<file path="src/rtl/uart_rx_fifo_pkg.sv">
// uart_rx_fifo_pkg: shared constants, width helpers and the entry type for the
// UART receive FIFO.
// Optional feature macro: UART_RX_FIFO_PERR_TAG_EN (store the parity tag with each character).
package uart_rx_fifo_pkg;

  localparam int unsigned DefDataW = 8;
  localparam int unsigned DefDepth = 16;

`ifdef UART_RX_FIFO_PERR_TAG_EN
  localparam int unsigned PerrW = 1;

  typedef struct packed {
    logic                perr;
    logic [DefDataW-1:0] data;
  } entry_t;
`else
  localparam int unsigned PerrW = 0;

  typedef struct packed {
    logic [DefDataW-1:0] data;
  } entry_t;
`endif

  // Ceiling log2, valid for 1..2^31.
  function automatic int unsigned clog2(input int unsigned v);
    int unsigned r;
    r = 0;
    for (int unsigned i = 0; i < 32; i++) begin
      if ((32'd1 << i) < v) r = i + 1;
    end
    return r;
  endfunction

  // Stored entry width for a given character width.
  function automatic int unsigned entry_w(input int unsigned data_w);
    return data_w + PerrW;
  endfunction

endpackage

</file>
<file path="src/rtl/uart_rx_fifo_mem.sv">
// uart_rx_fifo_mem: simple dual-port register array for the UART RX FIFO.
// One synchronous write port, one asynchronous read port. Contents are not reset.
// Ports:
//   clk    - system clock
//   we     - write enable
//   waddr  - write address
//   wdata  - write data
//   raddr  - read address
//   rdata  - read data (combinational from raddr)
module uart_rx_fifo_mem #(
  parameter int unsigned WIDTH  = 8,
  parameter int unsigned DEPTH  = 16,
  parameter int unsigned ADDR_W = 4
) (
  input  logic              clk,
  input  logic              we,
  input  logic [ADDR_W-1:0] waddr,
  input  logic [WIDTH-1:0]  wdata,
  input  logic [ADDR_W-1:0] raddr,
  output logic [WIDTH-1:0]  rdata
);

  logic [WIDTH-1:0] mem_q [DEPTH];

  always_ff @(posedge clk) begin
    if (we) mem_q[waddr] <= wdata;
  end

  assign rdata = mem_q[raddr];

endmodule

</file>
<file path="src/rtl/uart_rx_fifo.sv">
// uart_rx_fifo: receive-side first-word-fall-through byte FIFO behind the UART receiver.
// Optional feature macro: UART_RX_FIFO_PERR_TAG_EN (parity tag stored per entry, on rd_perr).
// Ports:
//   clk, reset_n   - clock, synchronous active-low reset
//   wr_en/wr_data/wr_perr - character write strobe, character, parity error
//   rd_en          - pop strobe
//   rd_data/rd_perr - head entry (0 while empty)
//   empty/full/rx_ready/almost_full/level - occupancy flags and count
//   overflow/clr_overflow - sticky dropped-write flag and its clear
module uart_rx_fifo
  import uart_rx_fifo_pkg::*;
#(
  parameter int unsigned DATA_W    = DefDataW,
  parameter int unsigned DEPTH     = DefDepth,
  parameter int unsigned AFULL_LVL = 12
) (
  input  logic                     clk,
  input  logic                     reset_n,
  input  logic                     wr_en,
  input  logic [DATA_W-1:0]        wr_data,
  input  logic                     wr_perr,
  input  logic                     rd_en,
  output logic [DATA_W-1:0]        rd_data,
  output logic                     rd_perr,
  output logic                     empty,
  output logic                     full,
  output logic                     rx_ready,
  output logic                     almost_full,
  output logic [clog2(DEPTH):0]    level,
  output logic                     overflow,
  input  logic                     clr_overflow
);

  localparam int unsigned PtrW   = clog2(DEPTH);
  localparam int unsigned LvlW   = PtrW + 1;
  localparam int unsigned EntryW = entry_w(DATA_W);

  logic [PtrW-1:0]   wr_ptr_q, wr_ptr_d, rd_ptr_q, rd_ptr_d;
  logic [LvlW-1:0]   level_q, level_d;
  logic              overflow_q, overflow_d;
  logic              do_wr, do_rd, ovf_evt;
  logic [EntryW-1:0] mem_wdata, mem_rdata;

  assign empty       = (level_q == '0);
  assign full        = (level_q == LvlW'(DEPTH));
  assign rx_ready    = ~empty;
  assign almost_full = (level_q >= LvlW'(AFULL_LVL));
  assign level       = level_q;
  assign overflow    = overflow_q;

  // A pop while full frees the slot the write needs, so the write is still taken.
  assign do_wr   = wr_en & (~full | rd_en);
  assign do_rd   = rd_en & ~empty;
  assign ovf_evt = wr_en & full & ~rd_en;

  always_comb begin
    wr_ptr_d   = wr_ptr_q;
    rd_ptr_d   = rd_ptr_q;
    overflow_d = overflow_q;
    if (do_wr) wr_ptr_d = wr_ptr_q + PtrW'(1);
    if (do_rd) rd_ptr_d = rd_ptr_q + PtrW'(1);
    level_d = level_q + LvlW'(do_wr) - LvlW'(do_rd);
    // Set wins over a coincident clear.
    if (clr_overflow) overflow_d = 1'b0;
    if (ovf_evt)      overflow_d = 1'b1;
  end

  always_ff @(posedge clk) begin
    if (!reset_n) begin
      wr_ptr_q   <= '0;
      rd_ptr_q   <= '0;
      level_q    <= '0;
      overflow_q <= 1'b0;
    end else begin
      wr_ptr_q   <= wr_ptr_d;
      rd_ptr_q   <= rd_ptr_d;
      level_q    <= level_d;
      overflow_q <= overflow_d;
    end
  end

`ifdef UART_RX_FIFO_PERR_TAG_EN
  assign mem_wdata = {wr_perr, wr_data};
  assign rd_perr   = ~empty & mem_rdata[DATA_W];
`else
  logic unused_perr;
  assign unused_perr = wr_perr;
  assign mem_wdata   = wr_data;
  assign rd_perr     = 1'b0;
`endif

  // Storage is never reset, so mask the head while empty.
  assign rd_data = empty ? '0 : mem_rdata[DATA_W-1:0];

  uart_rx_fifo_mem #(
    .WIDTH  (EntryW),
    .DEPTH  (DEPTH),
    .ADDR_W (PtrW)
  ) u_mem (
    .clk   (clk),
    .we    (do_wr),
    .waddr (wr_ptr_q),
    .wdata (mem_wdata),
    .raddr (rd_ptr_q),
    .rdata (mem_rdata)
  );

endmodule

</file>
<file path="config.mk">
export PLATFORM = sky130hd
export DESIGN_NAME = uart_rx_fifo
export DESIGN_NICKNAME = d
export VERILOG_FILES = /design/src/rtl/uart_rx_fifo_pkg.sv /design/src/rtl/uart_rx_fifo_mem.sv /design/src/rtl/uart_rx_fifo.sv
export SDC_FILE = /design/constraint.sdc
export NUM_CORES = 1
export LEC_CHECK = 0
export BUFFER_PORTS_ARGS = -buffer_cell sky130_fd_sc_hd__buf_4
export CAP_MARGIN = 20
export CORE_ASPECT_RATIO = 2
export CORE_MARGIN = 2
export CORE_UTILIZATION = 45
export DETAILED_ROUTE_END_ITERATION = 10
export PLACE_DENSITY = 0.64
export SLEW_MARGIN = 25
export SYNTH_ARGS = -nofsm -noshare
export SYNTH_HDL_FRONTEND = slang
export SYNTH_HIERARCHICAL = 1
export SYNTH_SLANG_ARGS = --single-unit
</file>
<file path="constraint.sdc">
create_clock -name clk -period 3 [get_ports clk]
set_input_delay 0.15 -clock clk [delete_from_list [all_inputs] [get_ports clk]]
set_output_delay 0.15 -clock clk [all_outputs]
set_load 0.05 [all_outputs]
</file>
# Yosys cells after proc, flatten, opt, wreduce, memory -nomap -nowiden
# Memories as Yosys holds them, arrays and structs flattened. A register that Yosys moved wholly into a read port is not among the register bits.
# Cells that the tools add are included.
classes:
  mux: 7
  bitwise: 8
  eq_ne: 1
  n_lt_le_gt_ge: 1
  n_reduce_logical: 2
  n_addsub: 4
op_table:
  columns: ["operator", "count"]
  rows:
  - ["adder 4 x 1 -> 4 bit, second input constant", 2]
  - ["two-way mux 4 bit", 2]
  - ["two-way mux 8 bit", 1]
  - ["adder 5 x 1 -> 5 bit", 1]
  - ["== test 5 bit, second input constant", 1]
  - [">= comparator 5 x 4 -> 1 bit, second input constant", 1]
  - ["zero test 5 bit", 1]
  - ["subtractor 5 x 1 -> 5 bit", 1]
  - ["AND 1 bit", 4]
  - ["two-way mux 1 bit", 4]
  - ["inverter 1 bit", 3]
  - ["nonzero test 2 bit", 1]
  - ["bitwise OR 1 bit", 1]
totals:
  n_memories: 1
  regBits: 14
  in_bits: 14
  ramBits: 128
  out_inout_bits: 19
  elab_cells: 28
mem_list:
  columns: ["memory", "words", "width", "rd", "rd_clocked_by_memory_dff", "write_ports", "line_no", "rtl"]
  rows:
  - ["u_mem.mem_q", 16, 8, 1, 1, 1, "uart_rx_fifo_mem.sv:23", "logic [WIDTH-1:0] mem_q [DEPTH];"]

# Logic depth before layout (Yosys ltp)
depth:
  word_depth: 6
  mapped_depth: 14
  mapped_depth_nobuf: 14

# Cells and area by module
# Netlist, hierarchy kept.
modules_own_cells:
  columns: ["module", "seq_area_each_um2", "instances", "cells_each", "area_per_inst_um2"]
  rows:
  - ["uart_rx_fifo_mem", 3843.7, 1, 221, 4987.3]
  - ["uart_rx_fifo", 280.3, 1, 97, 864.6]

# Worst setup path after synthesis
# No wires, ideal clock.
synth_path:
  kind: "register -> register"
  from: "reg level_q[2] (netlist: level[2])"
  to: "reg level_q[4] (netlist: level[4])"
  path_buffers: 0
  stages_incl_launch_ff: 15
  setup_slack_ns: 0.075
  t_arrival_ns: 2.810
  path_cell_list: "dfxtp_1 > inv_1 > ha_1 > or4b_4 > nand2_2 > inv_1 > ha_1 > inv_1 > ha_1 > inv_1 > fa_1 > nand2b_1 > a21oi_1 > o21ai_0 > and3_1"
synth_via:
  word_cells_on_any_way: 9
synth_rtl:
  columns: ["item", "line_no", "rtl"]
  rows:
  - ["start: declaration", "uart_rx_fifo.sv:39", "logic [LvlW-1:0] level_q, level_d;"]
  - ["start signal: assignment", "uart_rx_fifo.sv:77", "level_q <= level_d;"]
  - ["zero test 5 bit", "uart_rx_fifo.sv:44", "assign empty = (level_q == '0);"]
  - ["inverter 1 bit", "uart_rx_fifo.sv:53", "assign do_rd = rd_en & ~empty;"]
  - ["AND 1 bit", "uart_rx_fifo.sv:53", null]
  - ["net do_rd", "uart_rx_fifo.sv:41", "logic do_wr, do_rd, ovf_evt;"]
  - ["subtractor 5 x 1 -> 5 bit", "uart_rx_fifo.sv:62", "level_d = level_q + LvlW'(do_wr) - LvlW'(do_rd);"]
# The timed path passes the listed nets, and every way through them passes these cells.
# A chain may end at the register's enable or synchronous reset.

# Worst setup path after layout
# Ends and elaborated chain as after synthesis.

==> metrics.cfg <==
[timing]
fmax_mhz = 351.3
grt_setup_unrepaired = no
fin_crit_sh_pct = 94.89
setup-violations-final = 0
setup_slack_ps = 153.4
fin_worst_skew_ps = 10.38
hold_violations = 0
timing.hold.ws_ps = 14.57
layout_min_cycle_time_ps = 2847
tns_ps = 0
max_slew_margin_pct = 47.50
drv_slew = 0
worst_pin_slew_ps = 785.9

[min_path]
hold_path_end = overflow
worstHoldPathCells = 3
hp-class = primary input to register
holdCritStartpoint = wr_en

[global_routing]
grt_overflow = 0
grt_max_degree = 36
grt_pass1_vias = 3158
grt_pass1_wl_um = 17240
grt_util_all_layers_pct = 16.99
antenna_found_initial = 0

[power_and_ir_drop]
power_density_nw_per_um2 = 916.4
max-vdd-ir-drop_mv = 0.7389
power_mw = 6.355
power.leakage_nw = 2.404

[route]
initialDrtViolationCount = 132
postRouteWirelength_um = 10940
avgRoutedWirePerCell_um = 20.38
ant_nets = 0
drcViolationCount = 0
viasPerCell = 5.635
vias = 3026
drt-pass1-iter-count = 4

[cts]
cts.clk_slew.worst_paths_ps = 60
holdBufCountCts = 0
tritoncts = done
clock_latency_ps = 420
clockRootBuffer = clkbuf_16
h-tree-depth = 4
numCtsBuffers = 17
clock-sinks = 142
clk_path_buf_depth = 2

[floorplanning]
start_util_pct = 45.56
fp.dieH_um = 165.3
die_area_um2 = 13990
io_pins = 33
row_count = 59
coreArea_um2 = 12840
dieWidth_um = 84.64

[layout]
diodes = 0
instances_no_fill = 537
nNetsFinal = 397
finalInstanceArea_um2 = 6934
fin_util_pct = 53.98
drive_above_1_share_pct = 27.79
area_delta_synth_final_pct = 18.49

[logic_synthesis]
ys_warn_count = 6
syn_nets = 343
ys.flop_type = edfxtp_1
syn_inst = 318
synth_edf_count = 128
postSynthAreaPerCell_um2 = 18.40
ys_ff_latch = 142
ys_seq_area_share_pct = 70.47
syn_area_um2 = 5852
synth_cell_types = 40
async_flop_share_pct = 0

[setup_path]
crit_path_max_fanout = 5
r2r-start = level[2]
r2r-end = level[4]
r2r_slack_ps = 150
cp.required_ps = 3310
worstSetupStartpointType = register
end_kind = register
worst-endpoint-arrival_ps = 3160
r2r_cells = 14
worstSetupPathType = register to register

[status]
outcome = complete, no violations

[placed_design]
post_dp_cell_area_um2 = 6316
dp.cells = 505
dpl_worst_slack_ps = 152.7
portBuffers = 30
gp_congestion = 0.8090
dpl.hpwl_um = 7145

[flow_run]
drv_cap = 0

-- area by class of cell --
class | count | area (um2)
clock buffers | 18 | 429.2
clock inverters | 14 | 185.2
fillers | 1030 | 5911
inverters | 12 | 45.04
multi-input cells | 150 | 1579
flip-flops and latches | 142 | 4125
well taps | 152 | 190.2
repair buffers | 49 | 380.4
-- synth_stat cells, types with 3 or more instances --
library cell | n | area (um2)
nor2_1 | 15 | 56.30
o21ai_0 | 3 | 15.01
and2_1 | 16 | 100.1
mux4_2 | 18 | 405.4
edfxtp_1 | 128 | 3844
inv_1 | 11 | 41.29
buf_6 | 3 | 33.78
nand3_1 | 4 | 20.02
nand2_1 | 11 | 41.29
a21oi_1 | 3 | 15.01
ha_1 | 10 | 125.1
nor2b_1 | 4 | 25.02
xnor2_1 | 5 | 43.79
nor3_1 | 4 | 20.02
buf_2 | 5 | 25.02
dfxtp_1 | 14 | 280.3
and3_1 | 3 | 18.77
mux4_1 | 14 | 367.9
a22oi_1 | 16 | 120.1
nand2b_1 | 4 | 25.02
clkdlybuf4s25_2 | 3 | 30.03
-- power breakdown --
part | switching (mW) | internal, mW | total [mW]
clock | 0.808 | 1.33 | 2.13
sequential | 0.0701 | 2.25 | 2.32
combinational | 1.15 | 0.758 | 1.90
total | 2.03 | 4.33 | 6.35
-- cells by family (layout without fill, tap and decap cells) --
logic type / Yosys count / in the layout / synth area share, %
muxes: 32 / 32 / 13.21
DFF: 142 / 142 / 70.47
other: 1 / 1 / 0.06408
and+or+nand+nor: 72 / 72 / 6.863
xor gates and xnor gates: 6 / 6 / 0.8980
AOI/OAI and AO/OA: 28 / 28 / 3.400
adders and majority gates: 11 / 11 / 2.480
buffers and inverters: 26 / 93 / 2.608
-- worst max-delay path by stage --
stage,from,endpoint,cells past startpoint
2_1_floorplan,level[2],level[4],14
3_3_place_gp,level[2],level[4],14
3_5_place_dp,level[2],level[4],14
4_1_cts,level[2],level[4],14
5_1_grt,level[2],level[4],14
6_report,level[2],level[4],14
-- registers in the layout (all words and copies together), names as in the netlist --
name,cells
u_mem/mem_q,128
level,5
rd_ptr_q,4
wr_ptr_q,4
overflow,1
-- critical path: stages, from the launching register on --
cell and delay, ps:
dfxtp_1 350, inv_1 100, ha_1 160, or4b_4 470, nand2_2 110, inv_1 40
ha_1 260, inv_1 50, ha_1 160, inv_1 60, fa_1 390, nand2b_1 190
a21oi_2 150, o21ai_0 80, and3_1 160
-- per-layer routing --
layer,global-route usage [%],wire [um],vias up
met5,0,0,-
met3,4.076,539,18
met2,29.53,5792,94
met1,19.63,4407,1545
met4,8.153,203,0
li1,-,-,1369
-- timing repair --
action,in CTS,in global routing
endpoints found under the setup margin,0,1
setup buffers,0,0
resized for setup,0,1
-- cell usage in the layout (no fill, tap or decap), types with 3 or more instances in the layout --
cell type,n
edfxtp_1,128
buf_4,48
mux4_2,18
clkbuf_16,17
and2_1,16
a22oi_1,16
nor2_1,15
mux4_1,14
dfxtp_1,13
inv_1,11
nand2_1,11
ha_1,10
xnor2_1,5
nand2b_1,4
nor2b_1,4
nand3_1,4
clkinv_4,4
nor3_1,4
and3_1,3
o21ai_0,3
bufinv_16,3
(Power assumes the default switching activity.)
